<file path="config.mk">
export PLATFORM = sky130hd
export DESIGN_NAME = mem_port_arbiter
export DESIGN_NICKNAME = d
export VERILOG_FILES = /design/src/rtl/mem_port_arbiter.sv
export SDC_FILE = /design/constraint.sdc
export NUM_CORES = 1
export LEC_CHECK = 0
export CAP_MARGIN = 15
export CORE_ASPECT_RATIO = 1.75
export CORE_MARGIN = 2
export CORE_UTILIZATION = 50
export CTS_BUF_LIST = sky130_fd_sc_hd__clkbuf_8
export DETAILED_ROUTE_END_ITERATION = 10
export PLACE_DENSITY = 0.93
export SLEW_MARGIN = 10
export SYNTH_ARGS = -nofsm -noshare
export SYNTH_HDL_FRONTEND = slang
export SYNTH_SLANG_ARGS = --single-unit
</file>
<file path="constraint.sdc">
create_clock -name clk -period 3.15 [get_ports clk]
set_input_delay 0.945 -clock clk [delete_from_list [all_inputs] [get_ports clk]]
set_output_delay 0.945 -clock clk [all_outputs]
set_load 0.1 [all_outputs]
</file>
<file path="src/rtl/mem_port_arbiter.sv">
// Sequences the shared instruction/data memory among vector, data and fetch requesters (vec > d > if).
// Optional fetch starvation guard: define ARB_FETCH_STARVE_GUARD_EN.
module mem_port_arbiter #(
    parameter int unsigned ADDR_W     = 8,
    parameter int unsigned DATA_W     = 8,
    parameter int unsigned MEM_LAT    = 1,
    parameter int unsigned STARVE_MAX = 3
) (
    input  logic              clk,
    input  logic              rst,
    input  logic              vec_req,
    input  logic              vec_sel,
    output logic [DATA_W-1:0] vec_rdata,
    output logic              vec_valid,
    input  logic              d_req,
    input  logic              d_we,
    input  logic [ADDR_W-1:0] d_addr,
    input  logic [DATA_W-1:0] d_wdata,
    output logic [DATA_W-1:0] d_rdata,
    output logic              d_valid,
    input  logic              if_req,
    input  logic [ADDR_W-1:0] if_addr,
    output logic [DATA_W-1:0] if_rdata,
    output logic              if_valid,
    output logic              if_stall,
    output logic              mem_en,
    output logic              mem_we,
    output logic [ADDR_W-1:0] mem_addr,
    output logic [DATA_W-1:0] mem_wdata,
    input  logic [DATA_W-1:0] mem_rdata
);

    localparam int unsigned CNT_W = 3;

    if (MEM_LAT < 1 || MEM_LAT > 4 || STARVE_MAX < 1) begin : g_bad_param
        $error("mem_port_arbiter: MEM_LAT must be 1..4 and STARVE_MAX at least 1");
    end

    typedef enum logic [1:0] {
        S_IDLE,
        S_WAIT,
        S_RESP
    } state_t;

    typedef enum logic [1:0] {
        OWN_NONE,
        OWN_VEC,
        OWN_D,
        OWN_IF
    } owner_t;

    state_t             state_q, state_d;
    owner_t             owner_q, owner_d;
    logic [CNT_W-1:0]   cnt_q, cnt_d;
    logic               we_q, we_d;
    logic               mem_en_d, mem_we_d;
    logic [ADDR_W-1:0]  mem_addr_d;
    logic [DATA_W-1:0]  mem_wdata_d;
    logic [DATA_W-1:0]  vec_rdata_d, d_rdata_d, if_rdata_d;
    logic               vec_valid_d, d_valid_d, if_valid_d;
    logic               grant_vec_c, grant_d_c, grant_if_c;
    logic               fetch_boost_c;

    // Winner selection; the boost lets a starved fetch jump ahead of data only.
    always_comb begin
        grant_vec_c = vec_req;
        grant_d_c   = !vec_req && d_req && !fetch_boost_c;
        grant_if_c  = !vec_req && if_req && (!d_req || fetch_boost_c);
    end

`ifdef ARB_FETCH_STARVE_GUARD_EN
    localparam int unsigned SC_W = $clog2(STARVE_MAX + 1);

    logic [SC_W-1:0] starve_q, starve_d;
    logic            any_grant_c;

    assign fetch_boost_c = if_req && (starve_q == SC_W'(STARVE_MAX));
    assign any_grant_c   = (state_q == S_IDLE) && (vec_req || d_req || if_req);

    // Counts data grants taken while fetch is waiting; vector grants leave it alone.
    always_comb begin
        starve_d = starve_q;
        if (any_grant_c) begin
            if (grant_if_c || !if_req) begin
                starve_d = '0;
            end else if (grant_d_c && (starve_q != SC_W'(STARVE_MAX))) begin
                starve_d = starve_q + SC_W'(1);
            end
        end
    end

    always_ff @(posedge clk or negedge rst) begin
        if (!rst) begin
            starve_q <= '0;
        end else begin
            starve_q <= starve_d;
        end
    end
`else
    assign fetch_boost_c = 1'b0;
`endif

    // Next-state and registered-output logic.
    always_comb begin
        state_d     = state_q;
        owner_d     = owner_q;
        cnt_d       = cnt_q;
        we_d        = we_q;
        mem_en_d    = 1'b0;
        mem_we_d    = 1'b0;
        mem_addr_d  = mem_addr;
        mem_wdata_d = mem_wdata;
        vec_rdata_d = vec_rdata;
        d_rdata_d   = d_rdata;
        if_rdata_d  = if_rdata;
        vec_valid_d = 1'b0;
        d_valid_d   = 1'b0;
        if_valid_d  = 1'b0;

        unique case (state_q)
            S_IDLE: begin
                if (grant_vec_c || grant_d_c || grant_if_c) begin
                    state_d  = S_WAIT;
                    mem_en_d = 1'b1;
                    cnt_d    = CNT_W'(MEM_LAT);
                    if (grant_vec_c) begin
                        owner_d     = OWN_VEC;
                        we_d        = 1'b0;
                        mem_addr_d  = ADDR_W'(vec_sel);
                        mem_wdata_d = '0;
                    end else if (grant_d_c) begin
                        owner_d     = OWN_D;
                        we_d        = d_we;
                        mem_we_d    = d_we;
                        mem_addr_d  = d_addr;
                        mem_wdata_d = d_wdata;
                    end else begin
                        owner_d     = OWN_IF;
                        we_d        = 1'b0;
                        mem_addr_d  = if_addr;
                        mem_wdata_d = '0;
                    end
                end
            end

            S_WAIT: begin
                if (cnt_q == '0) begin
                    state_d = S_RESP;
                    unique case (owner_q)
                        OWN_VEC: begin
                            vec_rdata_d = mem_rdata;
                            vec_valid_d = 1'b1;
                        end
                        OWN_D: begin
                            if (!we_q) begin
                                d_rdata_d = mem_rdata;
                            end
                            d_valid_d = 1'b1;
                        end
                        OWN_IF: begin
                            if_rdata_d = mem_rdata;
                            if_valid_d = 1'b1;
                        end
                        default: begin
                            state_d = S_IDLE;
                        end
                    endcase
                end else begin
                    cnt_d = cnt_q - CNT_W'(1);
                end
            end

            S_RESP: begin
                state_d = S_IDLE;
                owner_d = OWN_NONE;
            end

            default: begin
                state_d = S_IDLE;
                owner_d = OWN_NONE;
            end
        endcase
    end

    always_ff @(posedge clk or negedge rst) begin
        if (!rst) begin
            state_q   <= S_IDLE;
            owner_q   <= OWN_NONE;
            cnt_q     <= '0;
            we_q      <= 1'b0;
            mem_en    <= 1'b0;
            mem_we    <= 1'b0;
            mem_addr  <= '0;
            mem_wdata <= '0;
            vec_rdata <= '0;
            d_rdata   <= '0;
            if_rdata  <= '0;
            vec_valid <= 1'b0;
            d_valid   <= 1'b0;
            if_valid  <= 1'b0;
        end else begin
            state_q   <= state_d;
            owner_q   <= owner_d;
            cnt_q     <= cnt_d;
            we_q      <= we_d;
            mem_en    <= mem_en_d;
            mem_we    <= mem_we_d;
            mem_addr  <= mem_addr_d;
            mem_wdata <= mem_wdata_d;
            vec_rdata <= vec_rdata_d;
            d_rdata   <= d_rdata_d;
            if_rdata  <= if_rdata_d;
            vec_valid <= vec_valid_d;
            d_valid   <= d_valid_d;
            if_valid  <= if_valid_d;
        end
    end

    assign if_stall = if_req & ~if_valid;

endmodule

</file>
# == Word-level counts from Yosys, hierarchy flattened ==
# Cells that the tools add are included.
# word_totals
register_bits,53
latch_bits,0
mem_bits_rw,0
romBits,0
in_bits,39
output_inout_bits,46
elab_cells,74
mem_count,0
# classes
n_addsub,1
n_mul,0
div_mod_pow,0
n_lt_le_gt_ge,0
n_eq_ne,7
shifts,0
mux,30
bitwise_logic,4
reduce_logical,18
# op_table
operator,n
$mux W8,4
$mux W1,16
$mux W2,5
$reduce_and A3 Y1,3
$pmux W2 S2,2
$mux W3,2
$ne A2 B2 Y1 const B,3
$pmux W3 S2,1
$reduce_and A2 Y1,3
$eq A2 B1 Y1 const B,2
$eq A2 B2 Y1 const B,2
$reduce_and A4 Y1,1
$logic_and A1 B1 Y1,3
$logic_not A3 Y1,1
$not A1 Y1,3
$reduce_or A3 Y1,1
$sub A3 B1 Y3 const B,1
$logic_not A1 Y1,2
$logic_not A2 Y1,1
$logic_or A1 B1 Y1,2
$reduce_bool A2 Y1,1
$and A1 B1 Y1,1

# == Depth between registers and ports, before layout ==
# Gate-level depths: netlist of the first run.
# depth
depth_word,6
depth_mapped,6
ltp_nobuf,5

# == Worst setup path after synthesis of the first run ==
# Ideal clock, no wire load.
# synth_timing
kind,input to output
from,in if_req
to,out if_stall
arrival_ns,2.279
required_time_ns,2.205
slack_ns,-0.074
path_stages,1
n_path_buf,0
path_cell_list,nor2b_1
# synth_via
elab_chain_cells,1
# synth_lines
element,line,text
start: declaration,21,"input logic if_req,"
$and A1 B1 Y1,219,assign if_stall = if_req & ~if_valid;
end: declaration,25,"output logic if_stall,"
# Every way passes these cells.

# == Final worst setup path of the first run ==
# Same ends and word-level chain as after synthesis.

==> flow_metrics.env, run 1 <==
export IMPL_status="complete, no violations"
export IMPL_drv_cap=0
export IMPL_cts_sinks=53
export IMPL_cp_start_kind="primary input"
export IMPL_drt_pass1_iter_count=4
export IMPL_coreArea_um2=4620
export IMPL_ant_nets=0
export IMPL_clk_pin_slew_ps=90
export IMPL_hold_viol=0
export IMPL_worstMarginPinSlew_ps=781
export IMPL_crit_required_ps=2200
export IMPL_rows=33
export IMPL_worstHoldPathType="reg -> reg"
export IMPL_worstHoldPathCells=1
export IMPL_r2r_start="state_q[0]"
export IMPL_reg2reg_to="mem_addr[1]"
export IMPL_yosysWarnings=0
export IMPL_skew_ps=6.70
export IMPL_drive_above_1_share_pct=40.2
export IMPL_drt_vias_per_instance=5.27
export IMPL_die_area_um2=5370
export IMPL_clk_latency_ps=300
export IMPL_met2_length_um=2810
export IMPL_yosysSeqAreaShare_pct=55.6
export IMPL_die_h_um=95.4
export IMPL_r2r_slack_ps=1200
export IMPL_hold_ws_ps=489
export IMPL_cts_tree="done"
export IMPL_grt_pass1_vias=1816
export IMPL_fin_nets=306
export IMPL_layout_commonest_cell="dfrtp_1"
export IMPL_antenna_found_initial=0
export IMPL_cts_hold_buf=0
export IMPL_syn_nets=218
export IMPL_synthCells=177
export IMPL_synth_edf_count=0
export IMPL_overflow=0
export IMPL_rsz0062_at_grt="no"
export IMPL_final_min_clock_period_ps=2870
export IMPL_cts_resized=0
export IMPL_critPathMaxFanout=4
export IMPL_topRoutingLayerUsed="met4"
export IMPL_diodes=0
export IMPL_synth_seq_cells=53
export IMPL_final_period_utilization_pct=91.1
export IMPL_worst_slack_ps=280
export IMPL_netlist_area_um2=2390
export IMPL_avgSynthCellArea_um2=13.5
export IMPL_grt_max_degree=25
export IMPL_cts_setup_buffers=0
export IMPL_min_to="we_q"
export IMPL_grt_use_total_pct=19.1
export IMPL_met1Wirelength_um=1770
export IMPL_r2r_cells=4
export IMPL_setup_viol_count_final=0
export IMPL_met3_length_um=227
export IMPL_final_setup_tns_ps=0
export IMPL_area_growth_pct=37.3
export IMPL_ys_types=38
export IMPL_drc=0
export IMPL_drv_slew=0
export IMPL_vias=1676
export IMPL_finalWeightedCongestion=0.731
export IMPL_detail_route_wl_per_cell_um=15.3
export IMPL_layout_common_cells="53 x dfrtp_1, 49 x buf_4, 37 x clkdlybuf4s50_1, 16 x inv_1, 16 x mux2_2"
export IMPL_async_reset_ff_share_pct=100
export IMPL_ioPinCount=85
export IMPL_grt_pass1_wl_um=8040
export IMPL_cts_buffer_depth=2
export IMPL_cp_end_kind="output pin"
export IMPL_relSlewSlack_pct=47.8
export IMPL_dp_final_hpwl_um=3750
export IMPL_die_w_um=56.2
export IMPL_h_tree_depth=2
export IMPL_drt_iter0_drc=33
export IMPL_worstPathArrival_ps=1930
export IMPL_dp_slack_ps=292
export IMPL_ctsRootBufferMaster="clkbuf_8"
export IMPL_final_util_pct=70.9
export IMPL_hold_path_startpoint="we_q"
export IMPL_start_util_pct=51.6
export IMPL_numCtsBuffers=5
export IMPL_synth_ff_type="dfrtp_1"
export IMPL_critical_path_class="in -> out"
export IMPL_wl_um=4870
export IMPL_fmax_ghz=0.348
export IMPL_port_buffers=84
==> synth_stat cells (all sizes together), types with 2 or more instances <==
cell	n	area, um^2
o22ai	2	12.5
o211ai	2	15.0
a21oi	2	10.0
nor2b	5	31.3
nand2	4	22.5
ha	2	25.0
nor2	10	37.5
o21ai	10	80.1
dfrtp	53	1330
mux2	31	405
and3	2	17.5
buf	6	57.6
mux2i	7	70.1
inv	17	68.8
nand4	9	71.3
==> per-layer routing <==
| metal | up-vias | GRT usage (%) |
|---|---|---|
| met2 | 57 | 35.7 |
| met4 | 0 | 6.94 |
| met5 | - | 0 |
| met3 | 7 | 3.93 |
| li1 | 789 | - |
| met1 | 823 | 21.1 |
==> how the worst max path moves through the flow <==
stage            from        to  slack [ps]  cells past startpoint
3_5_place_dp   if_req  if_stall         290                      3
4_1_cts        if_req  if_stall         290                      3
5_1_grt        if_req  if_stall         270                      3
6_report       if_req  if_stall         280                      3
2_1_floorplan  if_req  if_stall         440                      1
3_3_place_gp   if_req  if_stall         310                      3
==> registers in the layout, indices dropped and copies added (netlist names) <==
register / flops
vec_rdata: 8
owner_q: 2
d_rdata: 8
state_q: 2
mem_we: 1
mem_wdata: 8
d_valid: 1
mem_addr: 8
if_valid: 1
if_rdata: 8
mem_en: 1
vec_valid: 1
we_q: 1
cnt_q: 3
==> worst max-delay path: stages <==
cell             delay, ps
clkdlybuf4s50_1        570
nor2b_2                220
buf_12                 190
==> cell families after synthesis <==
group                    after synthesis  share of synthesized area (%)
flip-flops                            53                           55.6
adder cells (fa/ha/maj)                2                           1.05
AND/OR/NAND/NOR                       38                           11.0
multiplexers                          38                           19.9
AO/OA/AOI/OAI                         22                           7.08
buffers and inverters                 24                           5.45
==> stage by stage <==
stage	area [um^2]	std cells
2_1_floorplan	2390	177
3_3_place_gp	3160	310
3_5_place_dp	3160	310
4_1_cts	3280	318
5_1_grt	3280	318
6_report	3280	318
==> final cells by class <==
| type | instances | area (um^2) |
|---|---|---|
| timing repair buffer | 88 | 763 |
| inverter | 17 | 68.8 |
| sequential | 53 | 1330 |
| clock inverter | 2 | 37.5 |
| clock buffer | 6 | 82.6 |
| fill | 329 | 1350 |
| tap | 52 | 65.1 |
| multi-input combinational | 100 | 933 |
Power of run 1 is left out: the tool's default activity adds up to more than one toggle a clock period on the data nets, which glitch-free logic cannot reach.
==> run 2: changes to the inputs <==
--- a/config.mk
+++ b/config.mk
@@ -12,6 +12,7 @@
 export CTS_BUF_LIST = sky130_fd_sc_hd__clkbuf_8
 export DETAILED_ROUTE_END_ITERATION = 10
 export PLACE_DENSITY = 0.93
+export REMOVE_ABC_BUFFERS = 1
 export SLEW_MARGIN = 10
 export SYNTH_ARGS = -nofsm -noshare
 export SYNTH_HDL_FRONTEND = slang
==> run 2 against run 1 <==
Maximum frequency rose by 0.39%. Flip-flop and latch count did not move. Via count rose by 0.18%. Critical path depth did not move. Die area did not move. Cell area fell by 0.57%. Routed wire length fell by 2.1%. Global-route usage fell by 0.39 points. Final cell count rose by 0.31%. Worst hold slack barely moved. Worst setup slack improved by 11 ps. First-iteration DRC count fell by 33%. Largest cell class unchanged.
==> flow_metrics.env, run 2 (synthesized netlist as in run 1, its figures left out) <==
export IMPL_drv_slew=0
export IMPL_skew_ps=8.27
export IMPL_setup_viol_count_final=0
export IMPL_final_min_clock_period_ps=2860
export IMPL_cts_sinks=53
export IMPL_drt_vias_per_instance=5.26
export IMPL_clk_latency_ps=300
export IMPL_numPlacedInstances=311
export IMPL_coreArea_um2=4620
export IMPL_numCtsBuffers=5
export IMPL_die_area_um2=5370
export IMPL_drv_cap=0
export IMPL_cp_end_kind="output pin"
export IMPL_cp_cell_sequence="clkdlybuf4s50_1, nor2b_1, buf_12"
export IMPL_vias=1679
export IMPL_layout_commonest_cell="dfrtp_1"
export IMPL_timing_critical_path_buf_inv=2
export IMPL_finalWeightedCongestion=0.763
export IMPL_final_setup_tns_ps=0
export IMPL_path_delay_family="buffers and inverters"
export IMPL_dp_final_hpwl_um=3710
export IMPL_worstMarginPinSlew_ps=794
export IMPL_drc=0
export IMPL_worstPathArrival_ps=1910
export IMPL_drt_iter0_drc=22
export IMPL_ioPinCount=85
export IMPL_ant_nets=0
export IMPL_grt_use_total_pct=18.7
export IMPL_ctsRootBufferMaster="clkbuf_8"
export IMPL_grt_pass1_wl_um=7870
export IMPL_port_buffers=84
export IMPL_grt_max_degree=27
export IMPL_crit_slowest_cell="clkdlybuf4s50_1"
export IMPL_rows=33
export IMPL_cts_tree="done"
export IMPL_hold_viol=0
export IMPL_rsz0062_at_grt="no"
export IMPL_die_h_um=95.4
export IMPL_area_growth_pct=36.5
export IMPL_cts_resized=0
export IMPL_cpPeakStageDelay_ps=510
export IMPL_status="complete, no violations"
export IMPL_crit_required_ps=2200
export IMPL_fin_nets=307
export IMPL_cp_start_kind="primary input"
export IMPL_clk_pin_slew_ps=90
export IMPL_antenna_found_initial=0
export IMPL_cts_buffer_depth=2
export IMPL_overflow=0
export IMPL_critical_path_class="in -> out"
export IMPL_fmax_ghz=0.350
export IMPL_diodes=0
export IMPL_wl_um=4770
export IMPL_critPathMaxFanout=2
export IMPL_relSlewSlack_pct=46.9
export IMPL_cts_setup_buffers=0
export IMPL_cts_hold_buf=0
export IMPL_drive_above_1_share_pct=40.1
export IMPL_layout_common_cells="53 x dfrtp_1, 50 x buf_4, 37 x clkdlybuf4s50_1, 16 x inv_1, 16 x mux2_2"
export IMPL_fill_cells=339
export IMPL_detail_route_wl_per_cell_um=15.0
export IMPL_start_util_pct=51.6
export IMPL_die_w_um=56.2
export IMPL_worstHoldPathType="reg -> reg"
export IMPL_final_period_utilization_pct=90.8
export IMPL_h_tree_depth=2
export IMPL_fin_cells=319
export IMPL_drt_pass1_iter_count=4
export IMPL_grt_pass1_vias=1688
-- run 2: cell types whose count changed in the layout (fill, tap and decap cells not counted) --
cell,change
clkinv_2,+1
nor2b_1,+1
nor2b_2,-1
buf_4,+1
clkinvlp_4,-1
clkinv_4,+1
bufinv_16,-1
-- run 2: worst reg2reg max path, cell delays in order (launching register included) --
cell     delay (ps)
dfrtp_1         470
nor2_1          650
nand2_4         160
inv_6           230
mux2_4          330
-- run 2: layout make-up --
cell class	count	area, um^2	area share [%]
Sequential cell	53	1330	40.7
Multi-Input combinational cell	100	931	28.6
Timing Repair Buffer	89	771	23.7
Clock buffer	6	82.6	2.53
Inverter	17	68.8	2.11
Tap cell	52	65.1	2.00
Clock inverter	2	13.8	0.422
-- run 2: stage by stage --
step	setup slack, ps	utilization (%)	hold slack [ps]	area, um^2
6_report	291	70.5	489	3260
5_1_grt	279	70.5	526	3260
4_1_cts	290	70.5	491	3260
3_5_place_dp	290	68.4	468	3160
3_3_place_gp	298	68.4	466	3160
2_1_floorplan	-74.1	-	449	2330
-- run 2: final timing paths --
check / start / slack (ps) / endpoint / cells after the start
worst max-delay path: if_req / 290 / if_stall / 3
worst min-delay path: we_q / 490 / we_q / 1
worst max register to register: state_q[0] / 1200 / mem_addr[5] / 4
worst min register to register: we_q / 490 / we_q / 1
max in group asynchronous: rst / 1890 / state_q[1] / 2
min in group asynchronous: rst / 630 / cnt_q[2] / 1
-- run 2: metal layers --
metal,vias up,track usage (%),share of wire (%)
met5,-,0,0
met4,0,5.95,1.0
met3,5,3.93,6.6
met2,70,35.3,56
met1,811,20.7,37
li1,793,-,-
Power of run 2 is left out for the same reason.
==> patch: new RTL, flow settings as in run 1 <==
Take the reset off `mem_addr` and load it in a clocked block of its own.
--- a/src/rtl/mem_port_arbiter.sv
+++ b/src/rtl/mem_port_arbiter.sv
@@ -190,7 +190,6 @@
             we_q      <= 1'b0;
             mem_en    <= 1'b0;
             mem_we    <= 1'b0;
-            mem_addr  <= '0;
             mem_wdata <= '0;
             vec_rdata <= '0;
             d_rdata   <= '0;
@@ -205,7 +204,6 @@
             we_q      <= we_d;
             mem_en    <= mem_en_d;
             mem_we    <= mem_we_d;
-            mem_addr  <= mem_addr_d;
             mem_wdata <= mem_wdata_d;
             vec_rdata <= vec_rdata_d;
             d_rdata   <= d_rdata_d;
@@ -216,6 +214,10 @@
         end
     end
 
+    always_ff @(posedge clk) begin
+        mem_addr <= mem_addr_d;
+    end
+
     assign if_stall = if_req & ~if_valid;
 
 endmodule
Check against the original RTL: not equivalent (Yosys sat finds a counterexample within 4 cycles, from zero or initial values and one cycle with rst low).
==> patch against run 1 <==
Register-to-register slack worse by 0.02 ns; routed wire length shrank 6.6%; design area shrank 5.3%; area after synthesis down 6.4%; sequential cell count stayed put; setup slack gained 0.013 ns; critical path depth is the same; hold slack better by 0.0061 ns; non-clock buffer count is 2 lower.
Power is not shown: default switching activity piles up to over one toggle a cycle in this logic, so the estimate is an artifact.
==> patch: results (changes against run 1) <==
.. list-table::
   :header-rows: 1

   * - Metric
     - Value
   * - Result of the run
     - finished clean
   * - Average footprint of a synthesized cell
     - 13.1 um^2 (-2.5%)
   * - First-pass GRT wire length
     - 7320 um (-8.9%)
   * - Number of buffers inserted to repair setup after CTS
     - 0 (unchanged)
   * - Worst-case register-to-register setup slack
     - 1.18 ns (-0.02 ns)
   * - Share of the synthesized area in compound gates (AO/OA/AOI/OAI)
     - 5.10% (-2.0 points)
   * - Capturing point of the worst reg2reg path
     - if_rdata[1]
   * - Final routed wirelength across all metal layers
     - 4550 um (-6.6%)
   * - Yosys Warn Count
     - 0 (unchanged)
   * - Maximum number of pins on one net before global-route repair
     - 46 (+84%)
   * - Post-synth top cells
     - 45 x dfrtp_1, 16 x inv_1, 14 x mux2_2
   * - Clk_skew
     - 0.0119 ns (+0.00521 ns)
   * - Met3 WL post-DR
     - 279 um (+23%)
   * - Total placed cells including tap cells
     - 299 (-3.5%)
   * - Tot GR Track Use
     - 19.8% (+0.68 points)
   * - Ys async rst share
     - 84.9% (-15 points)
   * - Via/cell ratio
     - 5.20 (-1.4%)
   * - Detailed Place HPWL
     - 3470 um (-7.6%)
   * - Cell depth of the worst flop-to-flop path
     - 5 (+1)
   * - Start of the worst register-to-register path
     - cnt_q[0]
   * - Proportion of synthesized chip area in sequential cells
     - 61.1% (+5.6 points)
   * - Met2 track demand over resource in global routing
     - 36.8% (+1.2 points)
   * - Number of flops mapped to enable cells by yosys
     - 8 (+8)
   * - Proportion of synthesized area in mux cells
     - 17.5% (-2.4 points)
   * - Initial antenna violation count
     - 0 (unchanged)
   * - Sum of met2 wire segment lengths after detailed routing
     - 2620 um (-6.6%)
   * - Filler Cells Inserted
     - 328 (-0.30%)
   * - GR Layer Usage met3
     - 4.84% (+0.90 points)
   * - Clock latency on the worst-skew pair
     - 0.30 ns (about the same)
   * - Post-place instance area
     - 3000 um^2 (-5.1%)
   * - Adder-cell share of the synthesized area
     - 1.12% (+0.072 points)
   * - Fraction of final layout cells with drive strength greater than 1
     - 32.8% (-7.4 points)
   * - Highest metal layer used by the detailed router
     - met4
   * - CTS Buffer Depth
     - 2 (unchanged)
   * - Tightest Pin Transition
     - 0.970 ns (+0.189 ns)
   * - Net count, final
     - 296 (-3.3%)
   * - Length of routed wiring on met1
     - 1630 um (-7.9%)
   * - Global placer's final weighted congestion
     - 0.764 (+4.5%)
   * - Arr. time, crit path
     - 1.91 ns (-0.02 ns)
   * - Area of combinational cells with multiple inputs
     - 758 um^2 (-19%)
   * - Placement-stage worst setup slack
     - 0.303 ns (+0.0110 ns)
   * - Time the worst path needs with I/O delays and setup
     - 2.86 ns (-0.0133 ns)
   * - Met1 routing resource usage after global routing
     - 20.4% (-0.68 points)
   * - Synthesized net count
     - 211 (-3.2%)
   * - Most area-consuming cells after synthesis
     - dfrtp_1 50%, edfxtp_1 11%, mux2_2 7.1%
   * - Vias after detailed routing
     - 1595 (-4.8%)
   * - Number of unique standard cell types used by synthesis
     - 35 (-7.9%)
   * - Number of DRC markers after the initial detailed-route iteration
     - 14 (-58%)
patch: cell types whose count changed in the layout (fill, tap and decap cells not counted), sizes merged, moves of 3 or more:
cell    delta
edfxtp     +8
dfrtp      -8
nor2b      -4
mux2       -7
nor2       +3
patch: how the worst min path moves through the flow:
| stage | slack (ns) | to | start |
|---|---|---|---|
| after floorplan | 0.45 | we_q | we_q |
| after global routing | 0.53 | if_rdata[5] | if_rdata[5] |
| after global placement | 0.47 | we_q | we_q |
| after detailed placement | 0.48 | we_q | we_q |
| final | 0.50 | if_rdata[3] | if_rdata[3] |
| after CTS | 0.50 | we_q | we_q |
patch: worst max-delay path, delay by kind of cell:
family	cells	cell delay [ns]
AND/OR/NAND/NOR	1	0.22
buffers and inverters	2	0.75
patch: final cells by class:
type | count | share of cell area, %
Clock buffer | 5 | 2.22
Clock inverter | 3 | 1.25
Inverter | 16 | 1.93
Multi-Input combinational cell | 93 | 24.4
Sequential cell | 53 | 44.0
Tap cell | 51 | 2.06
Timing Repair Buffer | 86 | 24.1
